--- src/rtl/svm_linear_classifier_if.sv ---
// Handshake and configuration bundle between the feature extractor/host and the linear-SVM classifier.
// The master drives requests and coefficient writes; the slave (classifier) returns status and results.
interface svm_linear_classifier_if #(
  parameter int N_FEAT  = 7,
  parameter int FEAT_W  = 16,
  parameter int COEF_W  = 16,
  parameter int SCORE_W = 24
);
  localparam int ADDR_W = $clog2(N_FEAT + 1);

  logic                       start;
  logic [N_FEAT*FEAT_W-1:0]   feature_vec;
  logic                       cfg_we;
  logic [ADDR_W-1:0]          cfg_addr;
  logic [COEF_W-1:0]          cfg_wdata;
  logic                       alarm_clr;
  logic                       busy;
  logic                       done;
  logic [SCORE_W-1:0]         score;
  logic                       fall_detected;
  logic                       fall_alarm;

  modport master (
    output start, feature_vec, cfg_we, cfg_addr, cfg_wdata, alarm_clr,
    input  busy, done, score, fall_detected, fall_alarm
  );

  modport slave (
    input  start, feature_vec, cfg_we, cfg_addr, cfg_wdata, alarm_clr,
    output busy, done, score, fall_detected, fall_alarm
  );
endinterface

--- src/rtl/svm_linear_classifier.sv ---
// Sequential linear-SVM classifier: one MAC per cycle over N_FEAT features, bias add, saturated score,
// per-window fall decision and a consecutive-window confirmation counter driving fall_alarm.
module svm_linear_classifier #(
  parameter int N_FEAT    = 7,
  parameter int FEAT_W    = 16,
  parameter int COEF_W    = 16,
  parameter int FRAC_BITS = 8,
  parameter int ACC_W     = 40,
  parameter int SCORE_W   = 24,
  parameter int CONFIRM_N = 3
) (
  input  logic                     clk,
  input  logic                     reset,
  svm_linear_classifier_if.slave   bus
);
  localparam int ADDR_W = $clog2(N_FEAT + 1);
  localparam int PROD_W = FEAT_W + COEF_W;
  localparam int CNT_W  = $clog2(CONFIRM_N + 1);
  localparam logic [ADDR_W-1:0] LAST_IDX  = ADDR_W'(N_FEAT - 1);
  localparam logic [ADDR_W-1:0] BIAS_ADDR = ADDR_W'(N_FEAT);
  localparam logic [CNT_W-1:0]  CNT_MAX   = CNT_W'(CONFIRM_N);
  localparam logic signed [ACC_W-1:0] SCORE_MAX = {{(ACC_W-SCORE_W+1){1'b0}}, {(SCORE_W-1){1'b1}}};
  localparam logic signed [ACC_W-1:0] SCORE_MIN = {{(ACC_W-SCORE_W+1){1'b1}}, {(SCORE_W-1){1'b0}}};

  typedef enum logic [1:0] {IDLE, MAC, BIAS, DONE} state_t;

  state_t                     state;
  logic signed [COEF_W-1:0]   weight [N_FEAT];
  logic signed [COEF_W-1:0]   bias;
  logic [N_FEAT*FEAT_W-1:0]   feat;
  logic signed [ACC_W-1:0]    acc;
  logic [ADDR_W-1:0]          idx;
  logic [CNT_W-1:0]           cnt;

  logic signed [FEAT_W-1:0]   f_cur;
  logic signed [COEF_W-1:0]   w_cur;
  logic signed [PROD_W-1:0]   prod;
  logic signed [ACC_W-1:0]    acc_mac;
  logic signed [ACC_W-1:0]    acc_bias;
  logic signed [ACC_W-1:0]    shifted;
  logic [SCORE_W-1:0]         score_sat;
  logic [CNT_W-1:0]           cnt_next;

  always_comb begin
    f_cur = '0;
    w_cur = '0;
    for (int i = 0; i < N_FEAT; i++) begin
      if (idx == ADDR_W'(i)) begin
        f_cur = feat[i*FEAT_W +: FEAT_W];
        w_cur = weight[i];
      end
    end
    prod     = f_cur * w_cur;
    acc_mac  = acc + {{(ACC_W-PROD_W){prod[PROD_W-1]}}, prod};
    // Bias is Q(FRAC_BITS); align it to the Q(2*FRAC_BITS) accumulator before adding.
    acc_bias = acc + {{(ACC_W-COEF_W-FRAC_BITS){bias[COEF_W-1]}}, bias, {FRAC_BITS{1'b0}}};
    shifted  = acc_bias >>> FRAC_BITS;
    if (shifted > SCORE_MAX)
      score_sat = SCORE_MAX[SCORE_W-1:0];
    else if (shifted < SCORE_MIN)
      score_sat = SCORE_MIN[SCORE_W-1:0];
    else
      score_sat = shifted[SCORE_W-1:0];
    if (acc_bias[ACC_W-1])
      cnt_next = '0;
    else if (cnt == CNT_MAX)
      cnt_next = CNT_MAX;
    else
      cnt_next = cnt + CNT_W'(1);
  end

  // Coefficients are only writable while idle so a run never sees a half-updated model.
  always_ff @(posedge clk or posedge reset) begin
    if (reset) begin
      for (int i = 0; i < N_FEAT; i++) weight[i] <= '0;
      bias <= '0;
    end else if (state == IDLE && bus.cfg_we) begin
      if (bus.cfg_addr < BIAS_ADDR)
        weight[bus.cfg_addr] <= bus.cfg_wdata;
      else if (bus.cfg_addr == BIAS_ADDR)
        bias <= bus.cfg_wdata;
    end
  end

  always_ff @(posedge clk or posedge reset) begin
    if (reset) begin
      state             <= IDLE;
      feat              <= '0;
      acc               <= '0;
      idx               <= '0;
      cnt               <= '0;
      bus.busy          <= 1'b0;
      bus.done          <= 1'b0;
      bus.score         <= '0;
      bus.fall_detected <= 1'b0;
      bus.fall_alarm    <= 1'b0;
    end else begin
      bus.done <= 1'b0;
      case (state)
        IDLE: begin
          if (bus.start) begin
            feat     <= bus.feature_vec;
            acc      <= '0;
            idx      <= '0;
            bus.busy <= 1'b1;
            state    <= MAC;
          end
        end
        MAC: begin
          acc <= acc_mac;
          if (idx == LAST_IDX)
            state <= BIAS;
          else
            idx <= idx + ADDR_W'(1);
        end
        BIAS: begin
          // Results are registered here so they appear together with the done pulse.
          acc               <= acc_bias;
          bus.score         <= score_sat;
          bus.fall_detected <= ~acc_bias[ACC_W-1];
          cnt               <= cnt_next;
          bus.fall_alarm    <= (cnt_next == CNT_MAX);
          bus.done          <= 1'b1;
          bus.busy          <= 1'b0;
          state             <= DONE;
        end
        DONE: state <= IDLE;
        default: state <= IDLE;
      endcase
      if (bus.alarm_clr) begin
        cnt            <= '0;
        bus.fall_alarm <= 1'b0;
      end
    end
  end
endmodule

--- src/flat_wrapper.sv ---
// flat-port wrapper written by rule: the top's interface ports become plain ports
module svm_linear_classifier_flat 
#(
  parameter int N_FEAT    = 7,
  parameter int FEAT_W    = 16,
  parameter int COEF_W    = 16,
  parameter int FRAC_BITS = 8,
  parameter int ACC_W     = 40,
  parameter int SCORE_W   = 24,
  parameter int CONFIRM_N = 3
)
  (clk, reset, bus_start, bus_feature_vec, bus_cfg_we, bus_cfg_addr, bus_cfg_wdata, bus_alarm_clr, bus_busy, bus_done, bus_score, bus_fall_detected, bus_fall_alarm);
  svm_linear_classifier_if #(.N_FEAT(N_FEAT), .FEAT_W(FEAT_W), .COEF_W(COEF_W), .SCORE_W(SCORE_W)) bus_i ();
  input  logic clk;
  input  logic reset;
  input wire logic [$bits(bus_i.start)-1:0] bus_start;
  input wire logic [$bits(bus_i.feature_vec)-1:0] bus_feature_vec;
  input wire logic [$bits(bus_i.cfg_we)-1:0] bus_cfg_we;
  input wire logic [$bits(bus_i.cfg_addr)-1:0] bus_cfg_addr;
  input wire logic [$bits(bus_i.cfg_wdata)-1:0] bus_cfg_wdata;
  input wire logic [$bits(bus_i.alarm_clr)-1:0] bus_alarm_clr;
  output wire logic [$bits(bus_i.busy)-1:0] bus_busy;
  output wire logic [$bits(bus_i.done)-1:0] bus_done;
  output wire logic [$bits(bus_i.score)-1:0] bus_score;
  output wire logic [$bits(bus_i.fall_detected)-1:0] bus_fall_detected;
  output wire logic [$bits(bus_i.fall_alarm)-1:0] bus_fall_alarm;
  assign bus_i.start = bus_start;
  assign bus_i.feature_vec = bus_feature_vec;
  assign bus_i.cfg_we = bus_cfg_we;
  assign bus_i.cfg_addr = bus_cfg_addr;
  assign bus_i.cfg_wdata = bus_cfg_wdata;
  assign bus_i.alarm_clr = bus_alarm_clr;
  assign bus_busy = bus_i.busy;
  assign bus_done = bus_i.done;
  assign bus_score = bus_i.score;
  assign bus_fall_detected = bus_i.fall_detected;
  assign bus_fall_alarm = bus_i.fall_alarm;
  svm_linear_classifier #(.N_FEAT(N_FEAT), .FEAT_W(FEAT_W), .COEF_W(COEF_W), .FRAC_BITS(FRAC_BITS), .ACC_W(ACC_W), .SCORE_W(SCORE_W), .CONFIRM_N(CONFIRM_N)) u_core (.clk(clk), .reset(reset), .bus(bus_i));
endmodule
--- config.mk ---
export PLATFORM = sky130hd
export DESIGN_NAME = svm_linear_classifier_flat
export DESIGN_NICKNAME = d
export VERILOG_FILES = /design/src/rtl/svm_linear_classifier_if.sv /design/src/rtl/svm_linear_classifier.sv /design/src/flat_wrapper.sv
export SDC_FILE = /design/constraint.sdc
export NUM_CORES = 2
export LEC_CHECK = 0
export BUFFER_PORTS_ARGS = -buffer_cell sky130_fd_sc_hd__buf_2
export CORE_UTILIZATION = 55
export DETAILED_ROUTE_END_ITERATION = 10
export PLACE_DENSITY_LB_ADDON = 0.12
export SYNTH_ARGS = -nofsm -noshare
export SYNTH_HDL_FRONTEND = slang
export SYNTH_SLANG_ARGS = --single-unit
--- constraint.sdc ---
create_clock -name clk -period 13.9 [get_ports clk]
set_input_delay 1.39 -clock clk [delete_from_list [all_inputs] [get_ports clk]]
set_output_delay 1.39 -clock clk [all_outputs]
set_load 0.02 [all_outputs]
* Yosys cells after proc, flatten, opt, wreduce, memory -nomap -nowiden *
Index checks and enable logic that the tools add are counted.

storage, ports and cells
  logic and storage cells = 97
  bits in writable memories = 0
  memories = 0
  bits in read-only memories = 0
  output and inout bits = 28
  bits in latches = 0
  register bits = 315

operators by class
  bitwise gates (word level) = 3
  reductions and logical operators = 15
  multiplexer cells = 36
  $add $sub $neg = 4
  multiply operators = 1
  magnitude comparators = 5
  divide/modulo/power cells = 0
  equality and inequality tests = 15
  shift operators = 0

operators by type and width
  cell                                                                     count
  16-bit 2-to-1 mux                                                        15
  40-bit one-hot mux with 3 select lines                                   1
  112-bit bitwise mux                                                      1
  40-bit adder                                                             2
  16-bit demux with 3-bit select                                           1
  24-bit 2-to-1 mux                                                        2
  40-bit 2-to-1 mux                                                        1
  32-bit by 24-bit > comparator with 1-bit output (second input constant)  1
  32-bit by 24-bit < comparator with 1-bit output (second input constant)  1
  16-bit by 16-bit multiplier with 32-bit output                           1
  3-bit equality test (second input constant)                              4
  2-bit 2-to-1 mux                                                         6
  2-bit AND reduction                                                      5
  2-bit equality test (second input constant)                              4
  2-bit one-hot mux with 4 select lines                                    1
  3-bit by 2-bit equality test with 1-bit output (second input constant)   2
  3-bit 2-to-1 mux                                                         2
  3-bit one-hot mux with 2 select lines                                    1
  3-bit AND reduction                                                      2
  2-bit nonzero test                                                       3
  4-bit greater-or-equal comparator (second input constant)                1
  4-bit by 1-bit < comparator with 1-bit output (second input constant)    1
  1-bit 2-to-1 mux                                                         4
  2-bit != test (second input constant)                                    2
  13 further kinds                                                         15

* Logic depth before layout (Yosys ltp) *
  word-level depth = 11
  depth in mapped cells = 47
  mapped depth without buffers = 43

* Worst setup path before layout *
OpenSTA, ideal clock, no wires.

  kind = register to register
  start = reg u_core.idx[0]
  end = reg u_core.acc[37]
  setup slack = 3.718 ns
  data required time = 13.774 ns
  period minus slack after synthesis = 10.182 ns
  cell stages (with the launch flop) = 45
  buffers on the path = 3
  arrival time = 10.056 ns
  cells stage by stage = dfrtp_1 -> inv_1 -> ha_1 -> nor3b_1 -> clkbuf_1 -> buf_2 -> a221oi_1 -> o311ai_0 -> o21ai_0 -> o211ai_1 -> o21ai_1 -> clkbuf_1 -> nor2_1 -> fa_1 -> inv_1 -> fa_1 -> fa_1 -> fa_1 -> [... 9 more ...] -> o21ai_0 -> a21boi_0 -> o21ai_0 -> nand2b_1 -> a21o_1 -> a21oi_1 -> xnor2_1 -> ha_1 -> inv_1 -> o21bai_1 -> a2111oi_0 -> o31ai_1 -> and4_1 -> o31a_1 -> o21ai_0 -> a21oi_1 -> xor2_1 -> a221o_1

between the ends
  word-level cells in the longest chain between the ends = 11
  elaborated cells between the ends (all ways) = 24
  those cells by class = add/sub: 1; mul: 1; eq/ne: 6; mux: 15; reduce/logical: 1

RTL lines
  item                                              line                          source
  start, declared                                   svm_linear_classifier.sv:32   logic [ADDR_W-1:0] idx;
  start signal, assigned                            svm_linear_classifier.sv:114  idx <= idx + ADDR_W'(1);
  3-bit logical NOT                                 svm_linear_classifier.sv:48   if (idx == ADDR_W'(i)) begin
  16-bit 2-to-1 mux (7 in a row)                    svm_linear_classifier.sv:48
  16-bit by 16-bit multiplier with 32-bit output *  svm_linear_classifier.sv:53   prod = f_cur * w_cur;
  40-bit adder *                                    svm_linear_classifier.sv:54   acc_mac = acc + {{(ACC_W-PROD_W){prod[PROD_W-1]}}, prod};
  40-bit one-hot mux with 3 select lines *          svm_linear_classifier.sv:99   case (state)
  end signal, assigned                              svm_linear_classifier.sv:110  acc <= acc_mac;
  end signal, assigned                              svm_linear_classifier.sv:118  acc <= acc_bias;
  end, declared                                     svm_linear_classifier.sv:31   logic signed [ACC_W-1:0] acc;

Mark *: on every way between the ends. The rest lies on a longest branch, timed or not.
A chain may end at the register's enable or synchronous reset.

* Worst setup path in the final report *
Ends and elaborated chain as after synthesis.

==> impl_metrics.yaml <==
die:
  fp.dieW_um: 225
  rows: 81
  coreArea_mm2: 0.0490
  ios: 164
  initial_core_util_pct: 55.7
  chipHeight_um: 225
  die_area_mm2: 0.0505
synthesis:
  syn_avg_cell_area_um2: 9.96
  yosysWarnings: 0
  synthArstFlopShare_pct: 100
  ys_ff_latch: 315
  muxShareOfSynthArea_pct: 11.7
  synthXorXnorAreaFrac_pct: 2.94
  synth-compound-area-share_pct: 12.5
  synth_top_cell_area_share_pct: 28.9
  yosys-top-cells-count: "inv_1, dfrtp_1, nand2_1, fa_1, mux2_2"
  synthFlopType: "dfrtp_1"
  yosysMostFrequentCell: "inv_1"
  synth_area_mm2: 0.0273
  synthTopCellsByArea: "dfrtp_1, fa_1, mux2_2, ha_1, inv_1"
  synth_nets: 3302
  synth_edf_count: 0
  synth-adder-area-share_pct: 26.9
  ys_types: 84
  synth_top_family_by_area: "adder cells"
  synthSimpleGateAreaFrac_pct: 10.9
  netlist_instances: 2739
  yosysTopAreaCell: "dfrtp_1"
  ys_seq_area_share_pct: 28.9
hold_path:
  min_from: "u_core.acc[0]$_DFFE_PP0P_"
  hp-class: "flip-flop to flip-flop"
  hold_depth: 2
layout:
  drive_gt1_share_pct: 20.2
  syn_to_final_growth_pct: 10.9
  final_cell_area_mm2: 0.0303
  final_nets: 3446
  fin_util_pct: 61.8
route:
  route.met2.wl_um: 36700
  antenna_left: 0
  wl_met3_um: 4610
  wl_per_cell_um: 21.4
  viasPerCell: 5.85
  first_pass_iters: 5
  met1Wirelength_um: 32700
  drt_iter0_markers: 1555
  vias: 21000
  routed_wl_um: 76800
  drc: 0
  highest_layer: "met5"
sta:
  maxSlewViolCount: 0
  max_freq_mhz: 84.5
  setup_tns_ns: 0
  finClkSkew_ns: 0.0377
  slew_headroom_pct: 13.2
  tightest_slew_ns: 1.30
  timing.final.ws_setup_ns: 2.07
  finalHoldViolCount: 0
  setup_viol: 0
  finalCriticalPeriod_ns: 11.83
  finalCritPeriodShare_pct: 85.1
  rsz0062_at_grt: "false"
clock_network:
  cts.sinks: 315
  clock_latency_ns: 0.57
  cts_resized: 0
  post_cts.repair.setup_buffers: 0
  holdBufCountCts: 0
  clockBufferDepth: 3
  cts_root_buf: "clkbuf_16"
  cts.clk_slew.worst_paths_ns: 0.06
  cts_tree: "done"
  htree_levels: 2
  cts_inserted_buffers: 38
critical_path:
  worst-path-stages: 42
  startpoint_type: "flip-flop"
  cp_slowest_cell: "a2111oi_0"
  cpLargestDelayFamily: "compound AO/OA/AOI/OAI gates"
  crit_required_ns: 14.36
  worst_ep_arrival_time_ns: 12.29
  r2r_start: "u_core.idx[0]$_DFFE_PP0P_"
  path_max_fanout: 13
  startpoint: "u_core.idx[0]$_DFFE_PP0P_"
  reg2regPathDepth: 42
  max_stage_delay_ns: 0.63
  end_kind: "flip-flop"
  worstSetupPathType: "flip-flop to flip-flop"
  crit_buf_inv: 7
global_route:
  track_usage_pct: 31.0
  grt_pass1_vias: 21500
  grt_overflow_total: 0
  grt_pass1_wl_um: 120000
  grt_max_degree: 101
  antenna_found_initial: 8
placed_design:
  preCtsSetupSlack_ns: 2.20
  placed_cell_area_mm2: 0.0289
  dp_hpwl_um: 60300
  port_buffers: 163
  place_congestion: 0.969
flow_run:
  maxCapViolCount: 0
run_status:
  status: "complete, no violations"
## routing by layer
| layer | vias to the layer above | global-route usage (%) |
|---|---|---|
| met1 | 10700 | 41.4 |
| met5 | - | 0 |
| met3 | 142 | 6.11 |
| met2 | 589 | 50.0 |
| met4 | 8 | 11.9 |
| li1 | 9576 | - |
## placed cells by master, fill, tap and decap left out, drive strengths merged, types with 23 or more instances in the layout
cell type	Yosys	routed
fa	264	264
nand3	25	25
nor2	244	244
a21o	33	33
dfrtp	315	315
nand2	268	268
inv	340	341
xnor2	65	65
ha	163	163
nor3	25	25
a21oi	101	101
nand2b	27	27
o311ai	33	33
mux2i	25	25
xor2	23	23
buf	15	212
a221oi	36	36
clkbuf	93	56
o21ai	127	127
mux2	261	261
## through the flow
stage / hold WS, ns / std cells
5_1_grt: 0.508 / 3578
6_report: 0.495 / 3584
4_1_cts: 0.495 / 3576
3_5_place_dp: 0.479 / 3507
2_1_floorplan: 0.450 / 2739
3_3_place_gp: 0.469 / 3507
## registers in the layout, indices dropped and copies added, names as in the netlist
signal,cells
u_core.feat,112
u_core.weight,112
u_core.acc,40
u_core.bus.score,24
u_core.bias,16
u_core.idx,3
u_core.cnt,2
u_core.state,2
u_core.bus.busy,1
u_core.bus.done,1
u_core.bus.fall_alarm,1
u_core.bus.fall_detected,1
## worst register-to-register path, delay by kind of cell, from the launching register on
family,cells,cell delay [ns]
multiplexers,1,0.38
AO/OA/AOI/OAI,17,4.48
buffers and inverters,7,0.78
adder cells (fa/ha/maj),9,3.62
flip-flops,1,0.44
XOR/XNOR,2,0.33
AND/OR/NAND/NOR,6,1.71
## worst paths after layout
| kind | to | slack (ns) |
|---|---|---|
| setup reg to reg | u_core.acc[37]$_DFFE_PP0P_ | 2.07 |
| min in group asynchronous | u_core.weight[62]$_DFFE_PP0P_ | 0.89 |
| hold reg to reg | u_core.acc[0]$_DFFE_PP0P_ | 0.49 |
| setup / recovery | u_core.acc[37]$_DFFE_PP0P_ | 2.07 |
| max in group asynchronous | u_core.feat[99]$_DFFE_PP0P_ | 11.47 |
| hold / removal | u_core.acc[0]$_DFFE_PP0P_ | 0.49 |
## area by class of cell
cell class | count | area, µm²
diodes | 8 | 20.0
clock buffers | 56 | 1110
clock inverters | 13 | 195
fillers | 4139 | 18700
inverters | 340 | 1280
multi-input cells | 1976 | 17700
flip-flops and latches | 315 | 7880
well taps | 664 | 831
repair buffers | 212 | 1180
## kinds of logic (layout without fill, tap and decap cells)
logic type / after synthesis / count (layout)
AOI/OAI and AO/OA: 496 / 496
xor gates and xnor gates: 89 / 89
other: 0 / 8
adders and majority gates: 427 / 427
buffers and inverters: 448 / 621
muxes: 286 / 286
and+or+nand+nor: 678 / 678
DFF: 315 / 315
Power is left out: the tool's default activity adds up to more than one toggle a clock period on the data nets, which glitch-free logic cannot reach.
